==> src/rtl/multicycle_control_unit.sv <==
// ---------------------------------------------------------------------------
// multicycle_control_unit: main control FSM for the multicycle MIPS datapath.
// Optional retired-instruction counter enabled by defining INSTR_COUNTER_EN.
// Revision: 1.0
// ---------------------------------------------------------------------------
`default_nettype none

module multicycle_control_unit #(
  parameter int COUNTER_WIDTH = 32
) (
  input  logic       clk,
  input  logic       reset,
  input  logic [5:0] Opcode,
  input  logic       Zero,
  output logic       PCWrite,
  output logic       IorD,
  output logic       MemRead,
  output logic       MemWrite,
  output logic       IRWrite,
  output logic       MemtoReg,
  output logic       RegDst,
  output logic       RegWrite,
  output logic       ALUSrcA,
  output logic [1:0] ALUSrcB,
  output logic [1:0] PCSource,
  output logic [2:0] ALUOp,
  output logic       IllegalOp,
  output logic [3:0] State
`ifdef INSTR_COUNTER_EN
  ,
  output logic [COUNTER_WIDTH-1:0] InstrCount
`endif
);

  localparam logic [3:0] S_FETCH     = 4'd0;
  localparam logic [3:0] S_DECODE    = 4'd1;
  localparam logic [3:0] S_MEM_ADDR  = 4'd2;
  localparam logic [3:0] S_MEM_READ  = 4'd3;
  localparam logic [3:0] S_MEM_WB    = 4'd4;
  localparam logic [3:0] S_MEM_WRITE = 4'd5;
  localparam logic [3:0] S_EXEC_R    = 4'd6;
  localparam logic [3:0] S_WB_R      = 4'd7;
  localparam logic [3:0] S_EXEC_I    = 4'd8;
  localparam logic [3:0] S_WB_I      = 4'd9;
  localparam logic [3:0] S_BRANCH    = 4'd10;
  localparam logic [3:0] S_JUMP      = 4'd11;

  localparam logic [5:0] OP_R    = 6'b000000;
  localparam logic [5:0] OP_J    = 6'b000010;
  localparam logic [5:0] OP_BEQ  = 6'b000100;
  localparam logic [5:0] OP_ADDI = 6'b001000;
  localparam logic [5:0] OP_ORI  = 6'b001101;
  localparam logic [5:0] OP_LUI  = 6'b001111;
  localparam logic [5:0] OP_LW   = 6'b100011;
  localparam logic [5:0] OP_SW   = 6'b101011;

  localparam logic [2:0] ALU_ADD = 3'b100;
  localparam logic [2:0] ALU_OR  = 3'b001;
  localparam logic [2:0] ALU_LUI = 3'b101;
  localparam logic [2:0] ALU_SUB = 3'b010;
  localparam logic [2:0] ALU_R   = 3'b111;

  logic [3:0] state;
  logic [3:0] state_next;
  logic [5:0] op_latched;

  // State register; the opcode is captured on the edge leaving DECODE.
  always_ff @(posedge clk) begin
    if (reset) begin
      state      <= S_FETCH;
      op_latched <= 6'b000000;
    end else begin
      state <= state_next;
      if (state == S_DECODE) begin
        op_latched <= Opcode;
      end
    end
  end

  always_comb begin
    state_next = S_FETCH;
    case (state)
      S_FETCH:  state_next = S_DECODE;
      S_DECODE: begin
        case (Opcode)
          OP_LW, OP_SW:              state_next = S_MEM_ADDR;
          OP_R:                      state_next = S_EXEC_R;
          OP_ADDI, OP_ORI, OP_LUI:   state_next = S_EXEC_I;
          OP_BEQ:                    state_next = S_BRANCH;
          OP_J:                      state_next = S_JUMP;
          default:                   state_next = S_FETCH;
        endcase
      end
      S_MEM_ADDR: state_next = (op_latched == OP_SW) ? S_MEM_WRITE : S_MEM_READ;
      S_MEM_READ: state_next = S_MEM_WB;
      S_EXEC_R:   state_next = S_WB_R;
      S_EXEC_I:   state_next = S_WB_I;
      default:    state_next = S_FETCH;
    endcase
  end

  always_comb begin
    PCWrite   = 1'b0;
    IorD      = 1'b0;
    MemRead   = 1'b0;
    MemWrite  = 1'b0;
    IRWrite   = 1'b0;
    MemtoReg  = 1'b0;
    RegDst    = 1'b0;
    RegWrite  = 1'b0;
    ALUSrcA   = 1'b0;
    ALUSrcB   = 2'b00;
    PCSource  = 2'b00;
    ALUOp     = 3'b000;
    IllegalOp = 1'b0;
    case (state)
      S_FETCH: begin
        MemRead = 1'b1;
        IRWrite = 1'b1;
        ALUSrcB = 2'b01;
        ALUOp   = ALU_ADD;
        PCWrite = 1'b1;
      end
      S_DECODE: begin
        ALUSrcB = 2'b11;
        ALUOp   = ALU_ADD;
        case (Opcode)
          OP_LW, OP_SW, OP_R, OP_ADDI, OP_ORI, OP_LUI, OP_BEQ, OP_J: IllegalOp = 1'b0;
          default: IllegalOp = 1'b1;
        endcase
      end
      S_MEM_ADDR: begin
        ALUSrcA = 1'b1;
        ALUSrcB = 2'b10;
        ALUOp   = ALU_ADD;
      end
      S_MEM_READ: begin
        MemRead = 1'b1;
        IorD    = 1'b1;
      end
      S_MEM_WB: begin
        RegWrite = 1'b1;
        MemtoReg = 1'b1;
      end
      S_MEM_WRITE: begin
        MemWrite = 1'b1;
        IorD     = 1'b1;
      end
      S_EXEC_R: begin
        ALUSrcA = 1'b1;
        ALUOp   = ALU_R;
      end
      S_WB_R: begin
        RegWrite = 1'b1;
        RegDst   = 1'b1;
      end
      S_EXEC_I: begin
        ALUSrcA = 1'b1;
        ALUSrcB = 2'b10;
        case (op_latched)
          OP_ORI:  ALUOp = ALU_OR;
          OP_LUI:  ALUOp = ALU_LUI;
          default: ALUOp = ALU_ADD;
        endcase
      end
      S_WB_I: begin
        RegWrite = 1'b1;
      end
      S_BRANCH: begin
        ALUSrcA  = 1'b1;
        ALUOp    = ALU_SUB;
        PCSource = 2'b01;
        PCWrite  = Zero;  // the only Mealy term
      end
      S_JUMP: begin
        PCSource = 2'b10;
        PCWrite  = 1'b1;
      end
      default: begin
      end
    endcase
  end

  assign State = state;

`ifdef INSTR_COUNTER_EN
  logic [COUNTER_WIDTH-1:0] instr_count;
  logic                     retire;

  // Every terminal state of a legal instruction returns to FETCH next.
  assign retire = (state == S_MEM_WB) || (state == S_MEM_WRITE) || (state == S_WB_R) ||
                  (state == S_WB_I)   || (state == S_BRANCH)    || (state == S_JUMP);

  always_ff @(posedge clk) begin
    if (reset) begin
      instr_count <= '0;
    end else if (retire) begin
      instr_count <= instr_count + 1'b1;
    end
  end

  assign InstrCount = instr_count;
`else
  if (COUNTER_WIDTH < 1) begin : g_no_counter
  end
`endif

endmodule

`default_nettype wire

==> config.mk <==
export PLATFORM = sky130hd
export DESIGN_NAME = multicycle_control_unit
export DESIGN_NICKNAME = d
export VERILOG_FILES = /design/src/rtl/multicycle_control_unit.sv
export SDC_FILE = /design/constraint.sdc
export NUM_CORES = 1
export LEC_CHECK = 0
export ABC_AREA = 1
export BUFFER_PORTS_ARGS = -buffer_cell sky130_fd_sc_hd__buf_4
export CAP_MARGIN = 20
export CORE_MARGIN = 2
export CORE_UTILIZATION = 40
export DETAILED_ROUTE_END_ITERATION = 7
export PLACE_DENSITY_LB_ADDON = 0.3
export SLEW_MARGIN = 20
export SYNTH_ARGS = -nofsm -noshare
export SYNTH_HDL_FRONTEND = slang
export SYNTH_SLANG_ARGS = --single-unit
==> constraint.sdc <==
create_clock -name clk -period 1 [get_ports clk]
set_clock_uncertainty 0.1 [all_clocks]
set_input_delay 0 -clock clk [delete_from_list [all_inputs] [get_ports clk]]
set_output_delay 0 -clock clk [all_outputs]
set_load 0.005 [all_outputs]
Yosys cells after proc, flatten, opt, wreduce, memory -nomap -nowiden

Cells that the tools add are included.

Bits in registers: 10
Input port bits: 9
Output and inout port bits: 21
Word-level logic and storage cells: 53

Eq/ne operators: 21
Mux-type cells: 18
Reduce and logical (&&, ||, !) cells: 12

Operators by type and width:

| kind               | count |
|---|---|
| $eq 6x4->1 const B | 5 |
| $pmux 4 s6         | 1 |
| $pmux 4 s5         | 1 |
| $eq 6x6->1 const B | 3 |
| $eq 4x3->1 const B | 4 |
| $eq 4x4->1 const B | 4 |
| $pmux 3 s4         | 1 |
| $mux 1             | 10 |
| $reduce_or 2->1    | 5 |
| $reduce_or 3->1    | 3 |
| $eq 4x2->1 const B | 2 |
| $reduce_or 8->1    | 1 |
| $eq 6x2->1 const B | 1 |
| $eq 6x3->1 const B | 1 |
| $logic_not 6->1    | 1 |
| $pmux 2 s3         | 1 |
| $pmux 3 s2         | 1 |
| $eq 4x1->1 const B | 1 |
| $logic_not 4->1    | 1 |
| $pmux 2 s2         | 1 |
| $reduce_or 4->1    | 1 |
| $mux 3             | 1 |
| $pmux 1 s2         | 1 |

Depth between registers and ports, before layout

Gate-level depths: netlist of run 1.

Depth after elaboration: 4
Gate-level depth with buffers: 7
Gate-level depth less buffers: 7

Least setup slack after synthesis of run 1

OpenSTA, ideal clock, no wires.

Path type: flip-flop to flip-flop
Start: register state[0], in the netlist State[0]
End: register state[3], in the netlist State[3]
Setup time: 70 ps
Arrival: 971 ps
Data required time: 830 ps
Slack: -141 ps
Cell stages (with the launch flop): 8
Buffers on the path: 1
Period minus slack after synthesis: 1141 ps
Cell sequence: dfxtp_1 -> inv_2 -> nor2_2 -> nand2_2 -> inv_2 -> buf_6 -> nand2_1 -> a21oi_1

Word-level cells in the longest chain between the ends: 2
Elaborated cells between the ends (all ways): 7
Classes of those cells: 5 x eq/ne; 1 x mux; 1 x reduce/logical

RTL lines:

| element                            | line | source |
|---|---|---|
| from (decl)                        | 63   | `logic [3:0] state;` |
| from (signal assigned)             | 73   | `state <= state_next;` |
| $eq 4x4->1 (tied with other cells) | 82   | `case (state)` |
| $pmux 4 s6 *                       | 82   |  |

Every way passes the cells marked *; elsewhere a longest branch is shown, timed or not.
A chain may end at the register's enable or synchronous reset.

Worst setup path after layout of run 1

Start: register state[3], in the netlist State[3]
End: output ALUOp[0]

Word-level cells in the longest chain between the ends: 3
Elaborated cells between the ends (all ways): 8
Classes of those cells: 5 x eq/ne; 1 x mux; 2 x reduce/logical

RTL lines:

| element                            | line | source |
|---|---|---|
| $eq 4x1->1 (tied with other cells) | 116  | `case (state)` |
| $reduce_or 3->1 (no line)          | -    |  |
| $pmux 3 s4 *                       | 116  |  |
| to (decl)                          | 26   | `output logic [2:0] ALUOp,` |

Marked as above.

==> impl_metrics.ini, run 1 <==
[setup_path]
cp-end-kind = output pin
r2r_end = State[2]
cp-startpoint = State[3]
worstPathArrival_ps = 1330
cp-endpoint = ALUOp[0]
r2r_setup_slack_ps = -320
critPathMaxFanout = 3
slowest_delay_ps = 390
crit_slowest_cell = dfxtp_4
cp-start-kind = flip-flop
crit_type = flip-flop to output pin
cp_cell_sequence = inv_4, nor2_4, nand2_1, o22ai_1, buf_4
crit-reg2reg-launch = State[3]
critPathRequiredTime_ps = 900
rr_worst_depth = 6

[grt]
grt_first_pass_wirelength_mm = 4.077
grt_max_degree = 10
antenna_found_initial = 0
grt_pass1_vias = 972
grtUsageTotal_pct = 27.48
grt-ovfl-total = 0

[power]
max-vdd-ir-drop_mv = 0.9092
switching_share_pct = 31.45
p_total_mw = 1.271
total_leakage_power_nw = 0.6324
p_int_mw = 0.8715
pwr-share-comb_pct = 33.8
power_frac_seq_pct = 36.0
p_per_area_nw_per_um2 = 977.0
switchingPower_mw = 0.3999
pwr-share-clk_pct = 30.2

[routing]
vias = 1004
routed_wl_mm = 2.865
post_drt_wl_per_cell_um = 15.24
drt-vias-per-instance = 5.340
drc_errors = 0
drtIter0Drc = 26
antenna_left = 0
dr.pass1.iters = 4

[cts]
cts_made_buffers = 3
clock_latency_ps = 280
clk_path_buf_depth = 2
htree_num_levels = 1
clockRootBuffer = clkbuf_4
cts_tree = yes
clk_pin_slew_worst_paths_ps = 80
clkSinkCount = 10

[sta]
finalHoldViolCount = 0
setup_viol = 29
finalCritPeriodShare_pct = 143.0
slew-limit-headroom_pct = 84.14
timing.final.crit_period_ps = 1430
max_slew.worst_pin.slew_ps = 237.0
worst_slack_ps = -429.5
rsz0062_at_grt = yes
timing.fmax_ghz = 0.6995
maxSlewViolCount = 0
finalSetupTns_ps = -8349

[run_status]
violations = setup timing
status = complete, but fails checks

[yosys]
ys_seq_area_share_pct = 29.80
syn_avg_cell_area_um2 = 5.946
synth_top_family_by_area = simple AND/OR/NAND/NOR gates
synthAdderAreaFrac_pct = 0
synth_nets = 122
synth_compound_area_share_pct = 21.04
syn_area_um2 = 671.9
synth_cell_types = 18
synthXorXnorAreaFrac_pct = 0
yosysTopAreaCell = dfxtp_1
ys_ff_latch = 10
synthSimpleGateAreaFrac_pct = 37.99
synth_area_leaders = dfxtp_1 (30%), nor2_1 (16%), nand2_1 (9.5%)
synth_top_cell_area_share_pct = 29.80
muxShareOfSynthArea_pct = 0
synthCells = 113
ys_warn_count = 0

[die]
io_pins = 30
core_area_um2 = 1541
die_w_um = 44.99
die_y_um = 44.99
die-area_um2 = 2024
row_count = 14
start_util_pct = 43.59

[layout]
drive_above_1_share_pct = 50.58
mostFrequentLayoutCell = buf_4
area_growth_pct = 93.67
nets = 182
finalNonFillerCells = 188
final_area_um2 = 1301
diodes = 0
layout_common_cells = buf_4 (41), nor2_1 (22), nand2_1 (14)

[placed_design]
dpl-instance-area_um2 = 1006
place.port_buffers = 29
gp_congestion = 0.8841
place_hpwl_mm = 1.626
dp_cells = 169
dp_slack_ps = -214.3

[run]
max_cap_viol_count = 0

[hold_path]
hp-class = input pin to flip-flop
## Yosys cell counts (all sizes together)
library cell and count:
nor2 31, nand2 18, inv 17, o21ai 11, a21oi 10, dfxtp 10, nand3 8, nor3 2
o22ai 2, a211o 1, buf 1, nand4 1, o211ai 1
## layout make-up
cell class	instances	area [um2]
Multi-Input combinational cell	85	485.5
Tap cell	16	20.02
Sequential cell	10	215.2
Fill cell	94	240.2
Timing Repair Buffer	56	467.9
Clock buffer	4	36.28
Inverter	17	76.32
## what timing repair did
action	CTS	global route
setup endpoints to repair	27	30
hold buffers	7	0
pin swaps	1	4
cloned	0	0
hold endpoints to repair	9	0
buffers inserted	5	3
resized for setup	26	19
## power groups by stage
stage	registers (mW)	clock network (mW)	logic, mW
floorplan	0.461	0	0.151
global placement	0.463	0	0.288
detailed placement	0.464	0	0.298
CTS	0.452	0.379	0.373
global route	0.460	0.389	0.464
finish	0.458	0.384	0.430
## cells by family (layout without fill, tap and decap cells)
logic type | after synthesis | in the layout
AO/OA/AOI/OAI | 25 | 25
AND/OR/NAND/NOR | 60 | 60
buffers and inverters | 18 | 77
flip-flops | 10 | 10
## registers in the layout, indices dropped and copies added, names as in the netlist
name,flops
State,4
op_latched,6
## layer usage
metal | up-vias | part of all wire, % | GRT usage (%)
li1 | 482 | - | -
met1 | 466 | 37 | 28.75
met2 | 45 | 56 | 54.57
met3 | 11 | 4.7 | 2.400
met4 | 0 | 2.4 | 11.18
met5 | - | 0 | 0
## metrics by stage
stage / hold WS (ps) / utilization [%]
floorplan: -38.35 / -
global placement: 83.71 / 65.26
detailed placement: 83.34 / 65.26
CTS: 98.51 / 78.65
global route: 162.1 / 84.42
finish: 103.7 / 84.42
## critical path, delay by kind of cell (launching register included)
| family | cells | cell delay, ps |
|---|---|---|
| buffers and inverters | 2 | 200 |
| AO/OA/AOI/OAI | 1 | 170 |
| flip-flops | 1 | 390 |
| AND/OR/NAND/NOR | 2 | 300 |
## how the worst min path moves through the flow
stage | from | end | slack [ps] | cells past startpoint
floorplan | reset | State[0] | -40 | 1
global placement | reset | State[0] | 80 | 2
detailed placement | reset | State[1] | 80 | 2
CTS | Opcode[3] | State[2] | 100 | 6
global route | Opcode[0] | State[0] | 160 | 6
finish | Opcode[0] | State[0] | 100 | 6
(Power assumes the default switching activity.)
==> inputs of run 2 (changes only) <==
--- a/config.mk
+++ b/config.mk
@@ -8,10 +8,13 @@
 export ABC_AREA = 1
 export BUFFER_PORTS_ARGS = -buffer_cell sky130_fd_sc_hd__buf_4
 export CAP_MARGIN = 20
+export CELL_PAD_IN_SITES_DETAIL_PLACEMENT = 1
+export CELL_PAD_IN_SITES_GLOBAL_PLACEMENT = 1
 export CORE_MARGIN = 2
-export CORE_UTILIZATION = 40
+export CORE_UTILIZATION = 26
 export DETAILED_ROUTE_END_ITERATION = 7
 export PLACE_DENSITY_LB_ADDON = 0.3
+export SETUP_SLACK_MARGIN = 0.1
 export SLEW_MARGIN = 20
 export SYNTH_ARGS = -nofsm -noshare
 export SYNTH_HDL_FRONTEND = slang
==> impl_metrics.ini, run 2 (same netlist as run 1, synthesis figures left out) <==
[die]
io_pins = 30
core_area_um2 = 2455
die-area_um2 = 3007
start_util_pct = 27.37
die_w_um = 54.84
row_count = 18
die_y_um = 54.84

[routing]
drc_errors = 0
routed_wl_mm = 3.984
post_drt_wl_per_cell_um = 19.25
drtIter0Drc = 12
dr.pass1.iters = 4
vias = 1073
drt-vias-per-instance = 5.184
antenna_left = 0

[sta]
hold-worst-slack_ps = 29.71
finalCritPeriodShare_pct = 144.4
timing.fmax_ghz = 0.6925
finalHoldViolCount = 0
rsz0062_at_grt = yes
setup_viol = 29
max_slew.worst_pin.slew_ps = 299.5
maxSlewViolCount = 0
worst_slack_ps = -444.0
slew-limit-headroom_pct = 80.01
finalSetupTns_ps = -9387
timing.final.crit_period_ps = 1444

[placed_design]
dp_cells = 184
place_hpwl_mm = 2.140
place.port_buffers = 29
gp_congestion = 0.7750

[layout]
fill_cells = 293
mostFrequentLayoutCell = buf_4
largest_reg_flops = 6
layout_common_cells = buf_4 (31), buf_6 (21), nor2_1 (16)
area_growth_pct = 130.5
finalNonFillerCells = 207
diodes = 0
nets = 187
drive_above_1_share_pct = 62.15
largest-register = op_latched

[power]
total_leakage_power_nw = 0.6947
switchingPower_mw = 0.4626
switching_share_pct = 34.80
max-vdd-ir-drop_mv = 0.7890
pwr-share-clk_pct = 22.0
power_frac_seq_pct = 35.1
p_int_mw = 0.8668
p_per_area_nw_per_um2 = 858.2
pwr-share-comb_pct = 42.9

[hold_path]
hp-class = input pin to flip-flop
hold_depth = 4
min-delay-start = reset

[cts]
cts_tree = yes
clockRootBuffer = clkbuf_4
htree_num_levels = 1
clk_path_buf_depth = 2
clock_latency_ps = 270
clkSinkCount = 10
cts_made_buffers = 3
clk_pin_slew_worst_paths_ps = 60

[setup_path]
cp-end-kind = output pin
critPathRequiredTime_ps = 900
cp-startpoint = State[2]
crit_type = flip-flop to output pin
worstPathArrival_ps = 1340
rr_worst_depth = 7
crit-reg2reg-launch = State[0]
critPathMaxFanout = 4
cp-start-kind = flip-flop

[run_status]
status = complete, but fails checks
violations = setup timing

[grt]
grt_max_degree = 14
grt_pass1_vias = 1069
antenna_found_initial = 0
grtUsageTotal_pct = 24.62
grt_first_pass_wirelength_mm = 5.030
grt-ovfl-total = 0

[run]
max_cap_viol_count = 0
==> run 2: stage by stage <==
stage / worst slack, ps / utilization, % / power, mW / cell area (um2)
2_1_floorplan: -96.81 / - / 0.6148 / 691.9
3_3_place_gp: -238.5 / 42.10 / 0.7573 / 1033
3_5_place_dp: -288.1 / 42.10 / 0.7702 / 1033
4_1_cts: -389.2 / 54.33 / 1.189 / 1334
5_1_grt: -495.5 / 63.10 / 1.407 / 1549
6_report: -444.0 / 63.10 / 1.329 / 1549
==> run 2: worst paths after layout <==
kind | to | slack (ps)
setup / recovery | IorD | -440
hold / removal | op_latched[4] | 30
setup reg to reg | State[2] | -430
hold reg to reg | op_latched[0] | 390
==> run 2: worst max-delay path: stages (launching register included) <==
cell and delay (ps):
dfxtp_4 380, nor2_4 210, inv_4 80, buf_6 130
o22ai_4 160, buf_6 120
==> run 2: final cells by class <==
cell class	instances	area (um2)	share of cell area, %
Clock buffer	4	26.28	1.696
Inverter	17	96.34	6.220
Sequential cell	10	217.7	14.05
Timing Repair Buffer	61	569.3	36.75
Tap cell	30	37.54	2.423
Multi-Input combinational cell	85	601.8	38.85
==> run 2: what timing repair did <==
item	in CTS	in global routing
setup buffers	5	8
hold buffers	7	0
pin swaps	8	17
resized for setup	57	40
hold endpoints to repair	9	0
setup endpoints to repair	31	31
==> run 2: routing by layer <==
layer,share of wire [%],vias to the layer above,track usage (%),wire [um]
met2,56,26,49.21,2214
met1,40,543,23.15,1578
met5,0,-,0,0
met4,2.2,0,12.92,88
met3,2.6,9,4.098,102
li1,-,495,-,-
==> run 2: power by group through the flow <==
stage	sequential [mW]	clock, mW	combinational, mW
finish	0.466	0.292	0.571
global route	0.470	0.327	0.609
CTS	0.458	0.308	0.424
detailed placement	0.466	0	0.304
global placement	0.464	0	0.293
floorplan	0.462	0	0.153
